===== src/rtl/l2_port_merger_pkg.sv =====
// l2_config_and_types: shared L2 port-merger widths, FSM states and request struct.
package l2_config_and_types;
  localparam int L2_NUM_PORTS = 4;
  localparam int L2_SUB_ID_W = 4;
  localparam int L2_BURST_W = 5;
  localparam int L2_ADDR_W = 30;
  localparam int L2_DATA_W = 32;
  localparam int L2_ID_W = $clog2(L2_NUM_PORTS) + L2_SUB_ID_W;
  typedef enum logic {ARB, WDATA} merger_state_e;
  typedef struct packed {
    logic [L2_ADDR_W-1:0] addr;
    logic [L2_DATA_W/8-1:0] be;
    logic rnw;
    logic is_amo;
    logic [L2_BURST_W-1:0] burst;
    logic [L2_ID_W-1:0] id;
  } l2_req_t;
  function automatic int port_w(input int n);
    return n > 1 ? $clog2(n) : 1;
  endfunction
endpackage


===== src/rtl/l2_rr_arbiter.sv =====
// l2_rr_arbiter: round-robin grant over a request vector, pointer advances past each taken grant.
module l2_rr_arbiter
  import l2_config_and_types::*;
#(
  parameter int NUM_PORTS = L2_NUM_PORTS,
  localparam int PORT_W = port_w(NUM_PORTS)
) (
  input  logic                 clk,
  input  logic                 rst,
  input  logic [NUM_PORTS-1:0] i_req,
  input  logic                 i_take,
  output logic [NUM_PORTS-1:0] o_grant,
  output logic [PORT_W-1:0]    o_idx,
  output logic                 o_any
);
  logic [PORT_W-1:0] r_ptr;
  logic [PORT_W-1:0] w_j;
  // scanning from farthest to nearest lets the pointer's own port win last
  always_comb begin
    o_idx = '0;
    o_any = 1'b0;
    w_j = '0;
    for (int k = NUM_PORTS - 1; k >= 0; k--) begin
      w_j = PORT_W'((int'(r_ptr) + k) % NUM_PORTS);
      if (i_req[w_j]) begin
        o_idx = w_j;
        o_any = 1'b1;
      end
    end
  end
  assign o_grant = o_any ? NUM_PORTS'(1) << o_idx : '0;
  always_ff @(posedge clk or posedge rst)
    if (rst) r_ptr <= '0;
    else if (i_take && o_any) r_ptr <= (int'(o_idx) == NUM_PORTS - 1) ? '0 : o_idx + 1'b1;
endmodule


===== src/rtl/l2_port_merger.sv =====
// l2_port_merger: N-to-1 L2 request merger with burst-locked write data and id-routed read responses.
module l2_port_merger
  import l2_config_and_types::*;
#(
  parameter int NUM_PORTS = L2_NUM_PORTS,
  parameter int SUB_ID_W = L2_SUB_ID_W,
  parameter int ADDR_W = 30,
  parameter int DATA_W = 32,
  parameter int BURST_W = L2_BURST_W,
  localparam int PORT_W = port_w(NUM_PORTS),
  localparam int ID_W = PORT_W + SUB_ID_W
) (
  input  logic                                 clk,
  input  logic                                 rst,
  input  logic [NUM_PORTS-1:0]                 req_valid,
  output logic [NUM_PORTS-1:0]                 req_ready,
  input  logic [NUM_PORTS-1:0][ADDR_W-1:0]     req_addr,
  input  logic [NUM_PORTS-1:0][DATA_W/8-1:0]   req_be,
  input  logic [NUM_PORTS-1:0]                 req_rnw,
  input  logic [NUM_PORTS-1:0]                 req_is_amo,
  input  logic [NUM_PORTS-1:0][BURST_W-1:0]    req_burst,
  input  logic [NUM_PORTS-1:0][SUB_ID_W-1:0]   req_sub_id,
  input  logic [NUM_PORTS-1:0][DATA_W-1:0]     wr_data,
  input  logic [NUM_PORTS-1:0]                 wr_valid,
  output logic [NUM_PORTS-1:0]                 wr_ready,
  output logic [DATA_W-1:0]                    rd_data,
  output logic [SUB_ID_W-1:0]                  rd_sub_id,
  output logic [NUM_PORTS-1:0]                 rd_valid,
  output logic [ADDR_W-1:0]                    mem_addr,
  output logic [DATA_W/8-1:0]                  mem_be,
  output logic                                 mem_rnw,
  output logic                                 mem_is_amo,
  output logic [BURST_W-1:0]                   mem_burst,
  output logic [ID_W-1:0]                      mem_id,
  output logic                                 mem_request_valid,
  input  logic                                 mem_request_pop,
  output logic [DATA_W-1:0]                    mem_wr_data,
  output logic                                 mem_wr_data_valid,
  input  logic                                 mem_wr_data_read,
  input  logic [DATA_W-1:0]                    mem_rd_data,
  input  logic [ID_W-1:0]                      mem_rd_id,
  input  logic                                 mem_rd_data_valid,
  output logic                                 bad_id
);
  merger_state_e r_state;
  logic [PORT_W-1:0] r_lock;
  logic [BURST_W:0] r_beats;
  logic [NUM_PORTS-1:0] w_grant;
  logic [PORT_W-1:0] w_g, w_p;
  logic w_any, w_load, w_wxfer, w_p_ok;
  l2_rr_arbiter #(.NUM_PORTS(NUM_PORTS)) u_arb (
    .clk(clk), .rst(rst), .i_req(req_valid), .i_take(w_load),
    .o_grant(w_grant), .o_idx(w_g), .o_any(w_any)
  );
  assign w_load = (r_state == ARB) && (!mem_request_valid || mem_request_pop) && w_any;
  assign req_ready = w_load ? w_grant : '0;
  assign mem_wr_data = wr_data[r_lock];
  assign mem_wr_data_valid = (r_state == WDATA) && wr_valid[r_lock];
  assign wr_ready = (r_state == WDATA && mem_wr_data_read) ? NUM_PORTS'(1) << r_lock : '0;
  assign w_wxfer = mem_wr_data_valid && mem_wr_data_read;
  assign w_p = mem_rd_id[ID_W-1:SUB_ID_W];
  assign w_p_ok = int'(w_p) < NUM_PORTS;
  always_ff @(posedge clk or posedge rst)
    if (rst) begin
      r_state <= ARB;
      r_lock <= '0;
      r_beats <= '0;
      mem_request_valid <= 1'b0;
      mem_addr <= '0;
      mem_be <= '0;
      mem_rnw <= 1'b0;
      mem_is_amo <= 1'b0;
      mem_burst <= '0;
      mem_id <= '0;
    end else begin
      if (w_load) begin
        mem_request_valid <= 1'b1;
        mem_addr <= req_addr[w_g];
        mem_be <= req_be[w_g];
        mem_rnw <= req_rnw[w_g];
        mem_is_amo <= req_is_amo[w_g];
        mem_burst <= req_burst[w_g];
        mem_id <= {w_g, req_sub_id[w_g]};
        if (!req_rnw[w_g]) begin
          r_state <= WDATA;
          r_lock <= w_g;
          r_beats <= req_is_amo[w_g] ? (BURST_W+1)'(1) : {1'b0, req_burst[w_g]} + (BURST_W+1)'(1);
        end
      end else if (mem_request_pop) mem_request_valid <= 1'b0;
      if (w_wxfer) begin
        r_beats <= r_beats - 1'b1;
        if (r_beats == (BURST_W+1)'(1)) r_state <= ARB;
      end
    end
  // responses naming a port beyond NUM_PORTS are dropped and flagged
  always_ff @(posedge clk or posedge rst)
    if (rst) begin
      rd_valid <= '0;
      rd_data <= '0;
      rd_sub_id <= '0;
      bad_id <= 1'b0;
    end else begin
      rd_valid <= (mem_rd_data_valid && w_p_ok) ? NUM_PORTS'(1) << w_p : '0;
      if (mem_rd_data_valid && w_p_ok) begin
        rd_data <= mem_rd_data;
        rd_sub_id <= mem_rd_id[SUB_ID_W-1:0];
      end
      if (mem_rd_data_valid && !w_p_ok) bad_id <= 1'b1;
    end
endmodule


===== config.mk =====
export PLATFORM = sky130hd
export DESIGN_NAME = l2_port_merger
export DESIGN_NICKNAME = d
export VERILOG_FILES = /design/src/rtl/l2_port_merger_pkg.sv /design/src/rtl/l2_rr_arbiter.sv /design/src/rtl/l2_port_merger.sv
export SDC_FILE = /design/constraint.sdc
export NUM_CORES = 1
export LEC_CHECK = 0
export ABC_AREA = 1
export BUFFER_PORTS_ARGS = -buffer_cell sky130_fd_sc_hd__buf_2
export CORE_AREA = 2 2 188 190
export CTS_BUF_LIST = sky130_fd_sc_hd__clkbuf_16
export DETAILED_ROUTE_END_ITERATION = 12
export DIE_AREA = 0 0 190 192
export PLACE_DENSITY = 0.46
export SLEW_MARGIN = 20
export SYNTH_ARGS = -nofsm -noshare
export SYNTH_HDL_FRONTEND = slang
export SYNTH_SLANG_ARGS = --single-unit

===== constraint.sdc =====
create_clock -name clk -period 6.5 [get_ports clk]
set_input_delay 1.95 -clock clk [delete_from_list [all_inputs] [get_ports clk]]
set_output_delay 1.95 -clock clk [all_outputs]
set_load 0.02 [all_outputs]

=== Yosys cells after proc, flatten, opt, wreduce, memory -nomap -nowiden ===
Index checks and enable logic that the tools add are counted.

* Latch bits: 0
* Bits in read-only memories: 0
* Input bits: 359
* Memories kept: 0
* Bits in writable memories: 0
* Output and inout bits: 130
* Register bits after elaboration: 99
* Word-level logic and storage cells: 93

* Mux-type cells: 47
* Reduce and logical (&&, ||, !) cells: 12
* Shifts and indexed selects: 3
* Divide/modulo/power cells: 0
* Add/subtract/negate cells: 6
* Magnitude comparators: 6
* Equality and inequality tests: 3
* Bitwise gates (word level): 2
* Multipliers: 0

{| class="wikitable"
|+ Operators by type and width
! cell !! count
|-
| $bmux W32 S2 || 1
|-
| $bmux W30 S2 || 1
|-
| $mux W32 || 1
|-
| $mux W30 || 1
|-
| $mux W4 || 6
|-
| $mux W6 || 4
|-
| $lt A2 B3 Y1 const B || 6
|-
| $mux W1 || 17
|-
| $bmux W4 S2 || 2
|-
| $bmux W1 S2 || 7
|-
| $shl A1 B2 Y4 const A || 3
|-
| $bmux W5 S2 || 1
|-
| $mux W2 || 5
|-
| $add A5 B1 Y6 const B || 1
|-
| $eq A6 B1 Y1 const B || 1
|-
| $logic_and A1 B1 Y1 || 6
|-
| $sub A6 B1 Y6 const B || 1
|-
| $mux W5 || 1
|-
| $add A2 B1 Y2 const B || 2
|-
| $add A2 B2 Y2 const B || 2
|-
| $reduce_and A2 Y1 || 2
|-
| $reduce_bool A2 Y1 || 2
|-
| $eq A2 B1 Y1 const B || 1
|-
| $ne A2 B2 Y1 const B || 1
|-
| 3 further kinds || 4
|}

=== Depth between registers and ports, before layout ===
Gate-level depths: netlist of run 1.

* Depth after elaboration: 14
* Gate-level depth with buffers: 23

=== Hierarchy ===
From an unflattened synthesis of run 1, not the netlist that was laid out.

* Cells, all modules: 968
* Area, all modules: 6472.5 sq um

{| class="wikitable"
|+ By module, submodules not included
! module !! cells an instance !! area an instance (sq um) !! times used
|-
| l2_port_merger || 894 || 6058.3 || 1
|-
| l2_rr_arbiter || 74 || 414.1 || 1
|}

=== Worst setup path before layout of run 1 ===
OpenSTA, ideal clock, no wires.

* Kind: input -> output
* Start point: input req_valid[1]
* End point: output req_ready[0]
* Stages on the path: 16
* Buffers on the path: 4
* Required time: 4.550 ns
* Path slack: 1.009 ns
* Data arrival time: 3.541 ns
* Cell sequence: inv_1 -> nand2_1 -> nand3_1 -> nand2_2 -> inv_2 -> nor2_2 -> nor2_1 -> nand2_2 -> nand2_2 -> buf_6 -> buf_6 -> buf_4 -> buf_4 -> ha_1 -> inv_1 -> nor2_1

* Longest elaborated chain between the ends: 9
* Elaborated cells on any way between the ends: 20

{| class="wikitable"
|+ RTL lines
! what !! RTL line !! source
|-
| start: declaration || l2_port_merger.sv:15 || <nowiki>input logic [NUM_PORTS-1:0] req_valid,</nowiki>
|-
| $bmux W1 S2 || l2_rr_arbiter.sv:25 || <nowiki>if (i_req[w_j]) begin</nowiki>
|-
| $mux W1 (implied by the code) || l2_rr_arbiter.sv:25 ||
|-
| $mux W2 (4 in series) || l2_rr_arbiter.sv:25 ||
|-
| $shl A1 B2 Y4 || l2_rr_arbiter.sv:31 || <nowiki>assign o_grant = o_any ? NUM_PORTS'(1) << o_idx : '0;</nowiki>
|-
| $mux W4 || l2_rr_arbiter.sv:31 ||
|-
| $mux W4 (*) || l2_port_merger.sv:56 || <nowiki>assign req_ready = w_load ? w_grant : '0;</nowiki>
|-
| end: declaration || l2_port_merger.sv:16 || <nowiki>output logic [NUM_PORTS-1:0] req_ready,</nowiki>
|}

Mark *: on every way between the ends. The rest lies on a longest branch, timed or not. The select of a mux whose other input is x is not followed.

=== Worst setup path after layout of run 1 ===
* Start point: input req_valid[0]
* End point: output req_ready[3]

Same word-level chain as after synthesis.

==> summary.md, run 1 <==
The most critical setup path has its startpoint at req_valid[0]. The worst hold path begins at rd_data[3]$_DFFE_PP0P_. The run gives 34300 um^2 as the core region area.

Using the TritonRoute via totals, the vias-per-cell ratio works out to 4.48. In this run, the number of DRC markers left after iteration 0 of detailed routing was 365. Data on the critical path is required at its endpoint by 4550 ps.

The die outline area came out at 36500 um^2. The slowest stage of the critical path belongs to the cell nand2_2. The first global-routing pass estimated 49.8 mm of wire. For the worst setup path, the data arrival time is 3630 ps. Power spread over the standard cell area amounts to 509 nW/um^2.

Global routing finished with a remaining overflow of 0. Entering global routing, the biggest net connects 79 pins. The first-pass iteration count of the detailed router was 4; the number of inserted filler cells in the final layout was 3879.

For the number of max-slew violations in the final report, the log shows 0. For the final setup slack of the worst path, the log shows 916 ps. IR analysis of the VDD net gives a maximum drop of 0.411 mV. Post-route setup TNS: 0 ps. Library cell appearing most often on the critical path: nand2_1. The cell area that synthesis handed to floorplanning was 6370 um^2.

The worst register-to-register path begins at u_arb.r_ptr[0]$_DFFE_PP0P_. The final route contains 8249 vias. Post-CTS repair changed the size of 0 cells. Walking the worst path, the cells encountered are buf_2 > nand2_1 > nand2_1 > nand2_2 > nand2_2 > inv_2 > nand2_1 > nand2_1 > nand2_2 > nand2_4 > inv_2 > ha_1 > inv_1 > nor2_1 > buf_2. The flow ran to the end, and the final reports show no timing, DRC or antenna violations. The maximum level of the CTS H-tree was 3; the layout overhead on the synthesized area was 49.7%. Ranked by instance count, the synthesized netlist is headed by nand2_1 (205), nor2_1 (154), nand3_1 (133), dfrtp_1 (99), o21ai_0 (84).

Setup repair after global routing left no endpoint under its margin. On the worst path, the slowest cell contributes a delay of 260 ps. In this run the static leakage power is 5.10 nW. Once detailed placement completed, the half-perimeter wirelength came to 27.7 mm. For this run, the leading register cell type out of synthesis is dfrtp_1. The net count of the finished layout is 1737. The tools report the cell row count as 68. In the post-synthesis netlist, the biggest area contributors are dfrtp_1 (39%), nand2_1 (12%), nand3_1 (10%).

Of all nets on the critical path, the largest fanout is 13. Total nets after synthesis: 1290. Number of warnings printed during yosys synthesis: 0.

The fraction of final layout cells sized beyond drive strength 1 works out to 0.400. Most numerous cell in the Yosys netlist: nand2_1. The count of final hold-check violations came out at 0. dfrtp_1 takes more of the synthesized area than any other cell. In the routed design, unresolved DRC markers number 0. The run gives 0.183 as the combined global-route utilization of all metal layers. The number of buffers created by CTS came out at 9.

The share of Yosys cell area claimed by the top area cell type works out to 0.389. The class of the tightest hold or removal check is reg2reg. The worst setup path is launched from an input port.

After routing the design area is 9530 um^2. In this run, synthesis inferred 0 flip-flops with an integrated enable. The quantity of I/O buffers inserted on ports was 487. The reported max-cap violation count was 0; the die height was 192 um. Summing all placed instances gives a cell area of 9190 um^2.

The root buffer cell was clkbuf_16. In this run the count of I/O pins placed on the die edge is 489. For the pin with the worst max-slew slack, the measured transition is 861 ps. After synthesis, the mean cell area works out to 6.89 um^2. In the final routed layout, each cell accounts on average for 18.7 um. Setup violations remaining at the end of the flow were counted as 0.

The largest clock skew in the final design came out at 13.0 ps. The run gives 924 as the number of cells produced by synthesis. The final core area utilization was 0.278. Measured along the x axis, the die boundary spans 190 um. The tools report the number of global-route vias before repair as 8052. TritonCTS built the clock tree. The ratio of final minimum period to clock period was 0.859; the final weighted congestion of routability-driven global placement was 0.896. The worst setup path is captured at an output port. The number of different library cells used by synthesis comes to 32.

The tools report the worst slew margin relative to its limit as 0.426. The final critical path time including I/O delays and setup is 5580 ps. Clock-pin slew was measured on the worst setup and hold paths at 80 ps. The deepest clock path buffer count is 2. In this run the remaining antenna-violating nets after routing total 0. The post-placement worst setup slack is 955 ps.

The run gives 0 as the total of hold buffers inserted after clock tree synthesis. At the later pin of the worst-skew pair, clock insertion delay measures 360 ps. The initial antenna violation count was 24. The total clock sinks came out at 99. Timing would allow up to 179 MHz. Number of buffers added for setup after CTS: 0. The proportion of register bits with asynchronous set or reset after synthesis was 1.00; the proportion of synthesized chip area in sequential cells was 0.389. The kind of critical path is in2out.

The final layout contains routed wiring with a total length of 34.4 mm. The number of storage elements in the synthesis netlist was 99. The run gives 0.186 as the initial core utilization.
## worst max-delay path: cells and delay by family
family / cells / cell delay (ps)
buffers and inverters: 5 / 520
adders and majority gates: 1 / 160
and+or+nand+nor: 9 / 1010
## layout make-up
class                      instances  area (um^2)  area share
clock buffer                       9          225      0.0236
sequential                        99         2480       0.260
clock inverter                     7         88.8     0.00932
timing repair buffer             501         2540       0.267
tap                              455          569      0.0597
inverter                          57          216      0.0227
antenna                           10         25.0     0.00263
multi-input combinational        703         3390       0.355
## metal layers
layer | part of all wire | track usage
met1 | 0.36 | 0.196
met2 | 0.53 | 0.338
met3 | 0.080 | 0.0446
met4 | 0.034 | 0.0844
met5 | 0.00020 | 0
## power by group
part / internal (mW) / switching (mW) / leakage [nW]
combinational: 0.987 / 2.33 / 3.76
sequential: 0.820 / 0.133 / 1.18
clock: 0.307 / 0.274 / 0.154
## cell families after synthesis
logic type      share of synthesized area
flops                               0.389
other cells                      0.000589
buf+inv                            0.0811
xor+xnor                          0.00138
simple gates                        0.349
fa+ha+maj                          0.0138
compound gates                      0.165
## sequential cells by signal, indices dropped and copies added, names as in the netlist, 2 cells and up
name	count
rd_data	32
mem_addr	30
mem_id	6
r_beats	6
mem_burst	5
mem_be	4
rd_sub_id	4
rd_valid	4
r_lock	2
u_arb.r_ptr	2
## cell usage in the layout (no fill, tap or decap), drive strengths merged, types with 8 or more instances in the layout
cell type,synthesis,layout
nand2,216,216
buf,24,501
diode,0,10
dfrtp,99,99
o221ai,21,21
clkbuf,41,9
nor2,158,158
a31oi,20,20
nor3,8,8
a22oi,32,32
o21ai,88,88
nand3,139,139
inv,57,60
## through the flow
step / total power [mW] / std cells / hold slack (ps)
4_1_cts: 4.93 / 1831 / 476
3_5_place_dp: 4.32 / 1815 / 454
3_3_place_gp: 4.31 / 1815 / 449
2_1_floorplan: 3.25 / 924 / 484
5_1_grt: 5.31 / 1840 / 494
6_report: 4.86 / 1841 / 473
## path summary, 6_finish.rpt
path                                            to  slack, ps  cells past startpoint
hold reg to reg             rd_data[3]$_DFFE_PP0P_        470                      2
setup reg to reg            r_beats[4]$_DFFE_PP0P_       3150                     22
max in group asynchronous    mem_id[0]$_DFFE_PP0P_       3680                      3
min in group asynchronous  mem_addr[7]$_DFFE_PP0P_       1770                      2
hold / removal              rd_data[3]$_DFFE_PP0P_        470                      2
setup / recovery                      req_ready[3]        920                     15
Power figures use the tool's default switching activity.
==> inputs of run 2 (changes only) <==
BUFFER_PORTS_ARGS = -buffer_cell sky130_fd_sc_hd__clkbuf_2   (was -buffer_cell sky130_fd_sc_hd__buf_2)
==> summary.md, run 2 (same netlist as run 1, synthesis figures left out) <==
The run gives 0 (unchanged) as the number of remaining DRC errors. The number of buffers added for setup after CTS was 0 (unchanged). The number of top-level design ports is 489 (unchanged). The tools report the worst min-delay path startpoint as rd_data[8]$_DFFE_PP0P_ (was rd_data[3]$_DFFE_PP0P_).

The core region area is 34300 um^2 (unchanged), and the total area of multi-input combinational cells is 3390 um^2 (unchanged). The run gives 12.5 mm (was 12.4 mm) as the wire length on met1. The critical path arrival was 3760 ps (was 3630 ps); the total power was 4.83 mW (was 4.86 mW). For the instance area after placement, the log shows 9200 um^2 (was 9190 um^2). Worst slew margin relative to its limit: 0.452 (was 0.426). The tools report the kind of capture point of the worst setup path as an output port (unchanged). The count of final hold-check violations is 0 (unchanged), and the die outline area is 36500 um^2 (unchanged). The number of flip-flops in the largest register is 32 (unchanged).

The die height works out to 192 um (unchanged). The logs give 0 (unchanged) for the total of hold buffers inserted after clock tree synthesis and 4550 ps (about the same) for the endpoint required time on the critical path. The tools report the endpoint of the worst-slack reg-to-reg timing path as r_beats[5]$_DFFE_PP0P_ (was r_beats[4]$_DFFE_PP0P_). The number of cells upsized or downsized after cts is 0 (unchanged). Registers with the most flip-flops: rd_data: 32 flops, mem_addr: 30 flops (unchanged). The tools report the net count of the finished layout as 1738 (was 1737).

The fraction of final layout cells sized beyond drive strength 1 came out at 0.402 (was 0.400). The maximum net fanout on the critical path is 19 (was 13), and the area of all sequential standard cells is 2480 um^2 (unchanged). The starting DRC count in detailed routing came out at 321 (was 365). The initial antenna violation count came out at 8 (was 24).

The logs give 0 ps (unchanged) for the post-route setup TNS and 0 (unchanged) for the sum of overflow across all layers after global routing. Kind of critical path: in2out (unchanged). The worst setup slack for register-to-register paths was 3140 ps (was 3150 ps); the largest clock skew in the final design was 17.6 ps (was 13.0 ps).

TritonCTS built the clock tree. The logs give 9 (unchanged) for the number of buffers created by CTS and 0 (unchanged) for the number of max-slew violations in the final report. The class of the tightest hold or removal check was reg2reg (unchanged). The clock input transition at the sequential cells of the worst setup and hold paths was 70 ps (was 80 ps); the total wirelength of the detailed-routed design was 34.0 mm (was 34.4 mm). The post-detailed-placement half-perimeter wirelength was 27.8 mm (was 27.7 mm). For the cell area after layout, the log shows 9510 um^2 (was 9530 um^2). The tools report the root buffer cell as clkbuf_16 (unchanged). The static power due to leakage was 5.18 nW (was 5.10 nW). The register with the most flip-flops was rd_data (unchanged). The maximum number of pins on one net before global-route repair is 68 (was 79), and the transition time of the tightest slew-check pin is 823 ps (was 861 ps). The flow ran to the end, and the final reports show no timing, DRC or antenna violations. Setup repair after global routing left no endpoint under its margin. The number of global-route vias before repair came out at 8149 (was 8052).

The tools report the amount of wire on met2 after detailed routing as 17.7 mm (was 18.1 mm). The cell depth of the worst min-delay path was 2 (unchanged). Detailed-route via count: 8153 (was 8249). Sort of element at the start of the critical path: an input port (unchanged).

The final instance count without filler cells was 1840 (was 1841); the routed via count divided by cell count was 4.43 (was 4.48). Most frequent cells in the layout: clkbuf_2 (487), nand2_1 (205), nor2_1 (151), nand3_1 (133), dfrtp_1 (98) (was buf_2 (487), nand2_1 (205), nor2_1 (151), nand3_1 (133), dfrtp_1 (98)). The final critical path time including I/O delays and setup was 5710 ps (was 5580 ps); the met3 wire length was 2.70 mm (was 2.76 mm).

Final weighted congestion of routability-driven global placement: 0.924 (was 0.896). The tools report the global-route wire length before repair as 49.2 mm (was 49.8 mm). The final core area utilization is 0.277 (was 0.278), and the width of the chip is 190 um (unchanged). The worst-skew pair later-pin latency was 370 ps (was 360 ps); the power density relative to cell area was 507 nW/um^2 (was 509 nW/um^2).

The launching point of the worst reg2reg path is r_lock[0]$_DFFE_PP0P_ (was u_arb.r_ptr[0]$_DFFE_PP0P_). The first-pass iteration count of the detailed router is 5 (was 4). The tools report the initial core utilization as 0.186 (unchanged).

The average wire length per cell after detail routing is 18.5 um (was 18.7 um), and the peak supply drop is 0.306 mV (was 0.411 mV). Quantity of I/O buffers inserted on ports: 487 (unchanged). The tools report the total clock sinks as 99 (unchanged).

The cell count of the worst reg-to-reg path is 11 (was 22). The upper clock frequency limit is 175 MHz (was 179 MHz). The run gives 0 (unchanged) as the reported max-cap violation count. The residual antenna-violating net count after detailed routing is 0 (unchanged).

The ratio of final minimum period to clock period is 0.879 (was 0.859). Endpoint of the worst hold-timing path: rd_data[8]$_DFFE_PP0P_ (was rd_data[3]$_DFFE_PP0P_). Post-placement cell count: 1816 (was 1815). The tools report the combined global-route utilization of all metal layers as 0.181 (was 0.183). The layout overhead on the synthesized area is 49.4% (was 49.7%). The deepest clock path buffer count was 2 (unchanged).

The number of inserted filler cells in the final layout is 3911 (was 3879). The tools report the cell row count as 68 (unchanged). The most common cell after layout, fill and taps aside is clkbuf_2 (was buf_2).

The uppermost signal routing layer after detailed routing was met4 (was met5). The logs give 0 (unchanged) for the final number of setup-violating endpoints and 3 (unchanged) for the maximum level of the CTS H-tree.
-- run 2: area by class of cell --
cell class,count,share of cell area
Inverter,57,0.0228
Tap cell,455,0.0598
Sequential cell,99,0.261
Timing Repair Buffer,502,0.268
Clock buffer,9,0.0237
Clock inverter,7,0.00710
Antenna cell,8,0.00210
Multi-Input combinational cell,703,0.356
-- run 2: worst max path at each step --
stage                   end  depth (start not counted)  slack, ps         start
2_1_floorplan  req_ready[0]                         16       1010  req_valid[1]
3_3_place_gp   req_ready[0]                         14        830  req_valid[0]
3_5_place_dp   req_ready[0]                         14        790  req_valid[0]
4_1_cts        req_ready[0]                         14        780  req_valid[0]
5_1_grt        req_ready[3]                         15        580  req_valid[0]
6_report       req_ready[0]                         14        790  req_valid[0]
-- run 2: report_power, final --
| group | total (mW) | leakage (nW) | switching (mW) | internal, mW |
|---|---|---|---|---|
| registers | 0.956 | 1.18 | 0.136 | 0.820 |
| logic | 3.31 | 3.85 | 2.33 | 0.980 |
| clock network | 0.557 | 0.146 | 0.286 | 0.271 |
-- run 2: per-layer routing --
metal,vias up,GRT usage
li1,3997,-
met1,3750,0.189
met2,367,0.337
met3,39,0.0510
met4,0,0.0811
met5,-,0
-- run 2: worst max-delay path: stages --
cell	delay (ps)
clkbuf_2	90
nand2_1	60
nand2_1	80
nand2_2	90
nand2_2	80
inv_2	70
nand2_1	60
nand3_1	80
nand2_2	190
inv_2	350
ha_1	220
inv_1	40
nor2_1	190
clkbuf_2	230
-- run 2: through the flow --
stage | setup WS [ps] | hold slack (ps)
4_1_cts | 785 | 483
3_5_place_dp | 792 | 461
6_report | 786 | 476
2_1_floorplan | 1010 | 484
3_3_place_gp | 832 | 454
5_1_grt | 576 | 498
